File: config.mk
export PLATFORM = sky130hd
export DESIGN_NAME = calc_engine
export DESIGN_NICKNAME = d
export VERILOG_FILES = /design/src/rtl/calc_pkg.sv /design/src/rtl/sm_to_tc.sv /design/src/rtl/calc_engine.sv
export SDC_FILE = /design/constraint.sdc
export NUM_CORES = 1
export LEC_CHECK = 0
export CAP_MARGIN = 25
export CORE_UTILIZATION = 45
export CTS_BUF_LIST = sky130_fd_sc_hd__clkbuf_4 sky130_fd_sc_hd__clkbuf_8
export CTS_CLUSTER_SIZE = 28
export DETAILED_ROUTE_END_ITERATION = 10
export DONT_BUFFER_PORTS = 1
export HOLD_SLACK_MARGIN = 0.12
export SYNTH_ARGS = -nofsm -noshare
export SYNTH_HDL_FRONTEND = slang
export SYNTH_SLANG_ARGS = --single-unit
export TNS_END_PERCENT = 50
File: constraint.sdc
create_clock -name Clock -period 5.07 [get_ports Clock]
set_clock_uncertainty 0.1 [all_clocks]
set_input_delay 0.2535 -clock Clock [delete_from_list [all_inputs] [get_ports Clock]]
set_output_delay 0.2535 -clock Clock [all_outputs]
set_load 0.02 [all_outputs]
File: src/rtl/calc_pkg.sv
// Shared types for the calculator core: sequencer states, decoded button and
// width helper for the iteration down-counter.
package calc_pkg;

  typedef enum logic [2:0] {
    XIdle,
    XMulIter,
    XDivIter,
    XDivFix,
    XWrite
  } state_t;

  typedef enum logic [2:0] {
    OP_NONE,
    OP_EQU,
    OP_ADD,
    OP_SUB,
    OP_MUL,
    OP_DIV
  } op_t;

  function automatic int cnt_width(input int w);
    return $clog2(w + 1);
  endfunction

endpackage

File: src/rtl/sm_to_tc.sv
// Signed-magnitude to two's complement conversion; a negative zero becomes 0.
module sm_to_tc #(
  parameter int W = 11
) (
  input  logic [W-1:0] sm,
  output logic [W-1:0] tc
);

  logic [W-1:0] mag;

  assign mag = {1'b0, sm[W-2:0]};
  assign tc  = sm[W-1] ? -mag : mag;

endmodule

File: src/rtl/calc_engine.sv
// Sequential four-function calculator core holding the accumulator A.
// Booth multiply and restoring divide share one 2W+1-bit shift register.
//
// state    | meaning
// ---------+-----------------------------------------------------------
// XIdle    | sample buttons; Equals/Add/Subtract and divide-by-0 finish here
// XMulIter | one Booth step per cycle, W cycles
// XDivIter | one restoring-divide step per cycle, W cycles
// XDivFix  | apply quotient/remainder signs, detect quotient overflow
// XWrite   | write A, Remainder and flags
module calc_engine
  import calc_pkg::*;
#(
  parameter int W        = 11,
  parameter bit SM_INPUT = 1'b1
) (
  input  logic         Clock,
  input  logic         Clear,
  input  logic         Equals,
  input  logic         Add,
  input  logic         Subtract,
  input  logic         Multiply,
  input  logic         Divide,
  input  logic [W-1:0] Number,
  output logic [W-1:0] Result,
  output logic [W-1:0] Remainder,
  output logic         Overflow,
  output logic         DivByZero,
  output logic         Busy
);

  localparam int CW = cnt_width(W);

  logic [W-1:0] n_conv;

  generate
    if (SM_INPUT) begin : g_sm
      logic [W-1:0] n_tc;
      sm_to_tc #(.W(W)) u_sm_to_tc (.sm(Number), .tc(n_tc));
      assign n_conv = n_tc;
    end else begin : g_tc
      assign n_conv = Number;
    end
  endgenerate

  state_t       state, state_nx;
  op_t          op;
  logic [CW-1:0] cnt;
  // Multiply: {A_ext[W:0], Q[W-1:0]}; divide: {R[W:0], Q[W-1:0]}.
  logic [2*W:0] sr;
  logic         booth_q;
  logic [W-1:0] opnd;
  logic         is_div, q_neg, r_neg, div_ovf;
  logic [W-1:0] acc, rem;
  logic         ovf, dbz;

  logic [W-1:0] sum_add, sum_sub, a_mag, n_mag;
  logic [W:0]   m_ext, booth_sum, div_sh, div_trial;
  logic         prod_ovf;

  always_comb begin
    op = OP_NONE;
    if (Equals)        op = OP_EQU;
    else if (Add)      op = OP_ADD;
    else if (Subtract) op = OP_SUB;
    else if (Multiply) op = OP_MUL;
    else if (Divide)   op = OP_DIV;
  end

  always_ff @(posedge Clock) begin
    if (Clear) state <= XIdle;
    else       state <= state_nx;
  end

  always_comb begin
    state_nx = state;
    Busy     = 1'b1;
    case (state)
      XIdle: begin
        Busy = 1'b0;
        if (op == OP_MUL)                        state_nx = XMulIter;
        else if (op == OP_DIV && n_conv != '0)   state_nx = XDivIter;
      end
      XMulIter: if (cnt == '0) state_nx = XWrite;
      XDivIter: if (cnt == '0) state_nx = XDivFix;
      XDivFix:  state_nx = XWrite;
      XWrite:   state_nx = XIdle;
      default:  state_nx = XIdle;
    endcase
  end

  assign sum_add  = acc + n_conv;
  assign sum_sub  = acc - n_conv;
  assign a_mag    = acc[W-1] ? -acc : acc;
  assign n_mag    = n_conv[W-1] ? -n_conv : n_conv;
  assign m_ext    = {opnd[W-1], opnd};
  assign div_sh   = sr[2*W-1:W-1];
  assign div_trial = div_sh - {1'b0, opnd};
  assign prod_ovf = sr[2*W:W] != {(W+1){sr[W-1]}};

  always_comb begin
    booth_sum = sr[2*W:W];
    case ({sr[0], booth_q})
      2'b01:   booth_sum = sr[2*W:W] + m_ext;
      2'b10:   booth_sum = sr[2*W:W] - m_ext;
      default: ;
    endcase
  end

  always_ff @(posedge Clock) begin
    if (Clear) begin
      acc     <= '0;
      rem     <= '0;
      ovf     <= 1'b0;
      dbz     <= 1'b0;
      sr      <= '0;
      booth_q <= 1'b0;
      opnd    <= '0;
      cnt     <= '0;
      is_div  <= 1'b0;
      q_neg   <= 1'b0;
      r_neg   <= 1'b0;
      div_ovf <= 1'b0;
    end else begin
      case (state)
        XIdle: begin
          case (op)
            OP_EQU: begin
              acc <= n_conv;
              ovf <= 1'b0;
              dbz <= 1'b0;
            end
            OP_ADD: begin
              acc <= sum_add;
              ovf <= (acc[W-1] == n_conv[W-1]) && (sum_add[W-1] != acc[W-1]);
              dbz <= 1'b0;
            end
            OP_SUB: begin
              acc <= sum_sub;
              ovf <= (acc[W-1] != n_conv[W-1]) && (sum_sub[W-1] != acc[W-1]);
              dbz <= 1'b0;
            end
            OP_MUL: begin
              sr      <= {{(W+1){1'b0}}, acc};
              booth_q <= 1'b0;
              opnd    <= n_conv;
              cnt     <= CW'(W - 1);
              is_div  <= 1'b0;
            end
            OP_DIV: begin
              if (n_conv == '0) begin
                dbz <= 1'b1;
                ovf <= 1'b0;
              end else begin
                sr     <= {{(W+1){1'b0}}, a_mag};
                opnd   <= n_mag;
                q_neg  <= acc[W-1] ^ n_conv[W-1];
                r_neg  <= acc[W-1];
                cnt    <= CW'(W - 1);
                is_div <= 1'b1;
              end
            end
            default: ;
          endcase
        end
        XMulIter: begin
          sr      <= {booth_sum[W], booth_sum, sr[W-1:1]};
          booth_q <= sr[0];
          cnt     <= cnt - CW'(1);
        end
        XDivIter: begin
          if (!div_trial[W]) sr <= {div_trial, sr[W-2:0], 1'b1};
          else               sr <= {div_sh, sr[W-2:0], 1'b0};
          cnt <= cnt - CW'(1);
        end
        XDivFix: begin
          sr[W-1:0]   <= q_neg ? -sr[W-1:0] : sr[W-1:0];
          sr[2*W:W]   <= {1'b0, r_neg ? -sr[2*W-1:W] : sr[2*W-1:W]};
          // Only a positive quotient of magnitude 2^(W-1) is unrepresentable.
          div_ovf     <= ~q_neg & sr[W-1];
        end
        XWrite: begin
          acc <= sr[W-1:0];
          dbz <= 1'b0;
          if (is_div) begin
            rem <= sr[2*W-1:W];
            ovf <= div_ovf;
          end else begin
            ovf <= prod_ovf;
          end
        end
        default: ;
      endcase
    end
  end

  assign Result    = acc;
  assign Remainder = rem;
  assign Overflow  = ovf;
  assign DivByZero = dbz;

endmodule

==> results.md <==
* Power density cells at 263 nW/um^2
* Initial antenna violation count at 0
* Crit path from: opnd[1]$_SDFFE_PP0P_
* Asr flop ratio synth at 0%
* Die W at 124 um
* M1 GR Usage at 34.5%
* Max_slew headroom at 33.9%
* CP endpoint kind: flop
* Worst Hold Margin at 0.163 ns
* Antenna-violating nets left at 0
* Layout area overhead at 4.97%
* Syn_area_per_cell at 7.32 sq um
* FF-to-FF path depth at 17
* DRC Markers at 0
* Diodes inserted at 0
* Clk buf depth at 2
* Final setup viols at 0
* Share of layout cells above drive strength 1 at 5.19%
* Worst slew pin tran at 0.983 ns
* Max-cap violation count at 0
* Root buf cell: clkbuf_8
* CTS Buf Count at 9
* Status: finished, final reports clean
* Final worst-path cycle share at 78.8%
* Vias in the first global route at 6006
* Worst hold start: Number[10]
* Die Area at 15300 sq um
* Final Hold Fails at 0
* Data arrival, critical path at 4.17 ns
* DR WL/cell at 18.4 um
* Setup_tns at 0 ns
* CTS sink count at 70
* Final Max Slew Viols at 0
* Crit Path Class: reg2reg
* Iteration-0 DRC Markers at 573
* Core Area at 14500 sq um
* Top_reg_cell synth: dfxtp_1
* CTS tree: built
* # rows at 44
* Register area share after synthesis at 21.0%
* H-tree depth at 3
* Synth Register Bits at 70
* Post-Synth Adder-Cell Area at 9.26%
* First-pass GRT wire length at 32.0 mm
* Worst IR Drop VDD at 0.163 mV
* XOR/XNOR share of the synthesized area at 8.53%
* Grt peak-use layer: met2
* RSZ-0062 raised after global routing: false
* Post-Synthesis Net Count at 977
* Top post-synthesis cells by area: dfxtp_1 21%, ha_1 8.1%, xnor2_1 6.6%, a21oi_1 6.2%, nand2_1 5.6%
* Routability congestion estimate at 0.919
* Synth Instances at 912
* Routed vias/inst at 5.95
* Drt first pass iters at 7
* Starting Density at 46.1%
* Grt met2 use at 47.2%
* Largest net degree at the start of global routing at 63
* DP HPWL at 14.9 mm
* Yosys top cell area share at 21.0%
* EDFF count, synth at 0
* Clk slew on worst S/H paths at 0.09 ns
* DR vias at 6375
* Final #Nets at 947
* GR met3 Demand/Resource at 5.27%
* Synth Cell Area at 6670 sq um
* Worst hold path depth at 4
* HP Class: in2reg
* GRT Residual Overflow at 0
* Clock Latency Late Sink at 0.39 ns
* Main combinational cell family by area after synthesis: compound AO/OA/AOI/OAI gates
* Tmin final at 3.99 ns
* Post-CTS Setup Inserts at 0
* Port Buffer Count at 0
* Top cell type by total area after synthesis: dfxtp_1
* Util after Layout at 48.4%
* GRT Util Overall at 27.3%
* Post-synthesis simple-gate area fraction at 23.3%
* Required time worst endpoint at 5.24 ns
* LEAKAGE at 2.60 nW
* Most frequent cells in the layout: 99 x nor2_1, 99 x nand2_1, 83 x a21oi_1
* Distinct cells, synth at 78
* CP Max Fanout at 18
* Die Span Y at 124 um
* Fmax at 0.250 GHz
* Worst r2r src: opnd[1]$_SDFFE_PP0P_
* # resized after CTS at 0
* YS warnings at 0
* Final WL at 19.7 mm
* Compound-Gate Fraction of Synth Area at 28.0%
* Mux share of post-synthesis cell area at 3.73%
* IO Count at 43
* Startpoint class of the critical path: flop
==> final cells by class <==
class                   instances  area, sq um
clock buffers                   9          124
inverters                      51          191
well taps                     184          230
fillers                      1527         7470
repair buffers                 12          120
flip-flops and latches         70         1400
multi-input cells             738         4860
clock inverters                 7         81.3
==> critical path, stage by stage, from the launching register on <==
cell	delay, ns
dfxtp_1	0.40
inv_1	0.11
ha_1	0.28
nor2b_1	0.13
o21ai_0	0.20
a21boi_0	0.14
o21ai_0	0.22
a21oi_1	0.13
a21o_1	0.23
a21oi_1	0.15
o21bai_1	0.07
a21o_1	0.18
ha_1	0.67
a21oi_1	0.14
a222oi_1	0.35
o31ai_1	0.12
a211oi_1	0.16
o21ai_0	0.09
==> metal layers <==
metal / part of all wire, % / up-vias
li1: - / 3245
met1: 45 / 2958
met2: 49 / 156
met3: 5.3 / 16
met4: 1.0 / 0
met5: 0 / -
==> cells by family (layout without fill, tap and decap cells) <==
| kind of cell | after synthesis | count (layout) |
|---|---|---|
| simple gates | 330 | 330 |
| compound gates | 272 | 272 |
| buf+inv | 104 | 79 |
| flops | 70 | 70 |
| xor+xnor | 65 | 65 |
| fa+ha+maj | 47 | 47 |
| mux | 24 | 24 |
==> timing repair <==
| item | CTS | global route |
|---|---|---|
| endpoints found under the setup margin | 0 | 0 |
| hold buffers | 5 | 0 |
| hold endpoints to repair | 70 | 0 |
==> power by group <==
group	switching [mW]	internal, mW	leakage (nW)
registers	0.0886	0.579	0.569
clock network	0.256	0.233	0.100
logic	0.392	0.291	1.93
==> through the flow <==
stage	worst slack, ns	total power [mW]	std cells	cell area [sq um]
floorplan	1.57	1.20	912	6670
global placement	1.18	1.34	1050	6730
detailed placement	1.12	1.34	1050	6730
CTS	1.08	1.85	1071	7000
global route	0.670	1.96	1071	7000
finish	1.08	1.84	1071	7000
==> registers in the layout, indices dropped and copies added, names as in the netlist <==
name,cells
opnd,11
Remainder,11
state,3
booth_q,1
sr,23
DivByZero,1
q_neg,1
Result,11
is_div,1
Overflow,1
r_neg,1
cnt,4
div_ovf,1
==> synth_stat cells (11+ instances only) <==
| library cell | n |
|---|---|
| nor2b_1 | 13 |
| xnor2_1 | 50 |
| ha_1 | 43 |
| nand2_1 | 99 |
| dfxtp_1 | 70 |
| inv_1 | 51 |
| xor2_1 | 15 |
| o21ai_0 | 43 |
| nand2b_1 | 12 |
| a21oi_1 | 83 |
| o221ai_1 | 11 |
| clkbuf_1 | 42 |
| nor2_1 | 99 |
| mux2i_1 | 20 |
| nor3_1 | 40 |
| nand3_1 | 16 |
| a211oi_1 | 17 |
==> final timing paths <==
check / to / slack (ns)
setup / recovery: sr[20]$_SDFFE_PP0P_ / 1.08
hold / removal: opnd[10]$_SDFFE_PP0P_ / 0.16
setup reg to reg: sr[20]$_SDFFE_PP0P_ / 1.08
hold reg to reg: r_neg$_SDFFE_PP0P_ / 0.36
Note: power is estimated with default switching activity, not from simulation.
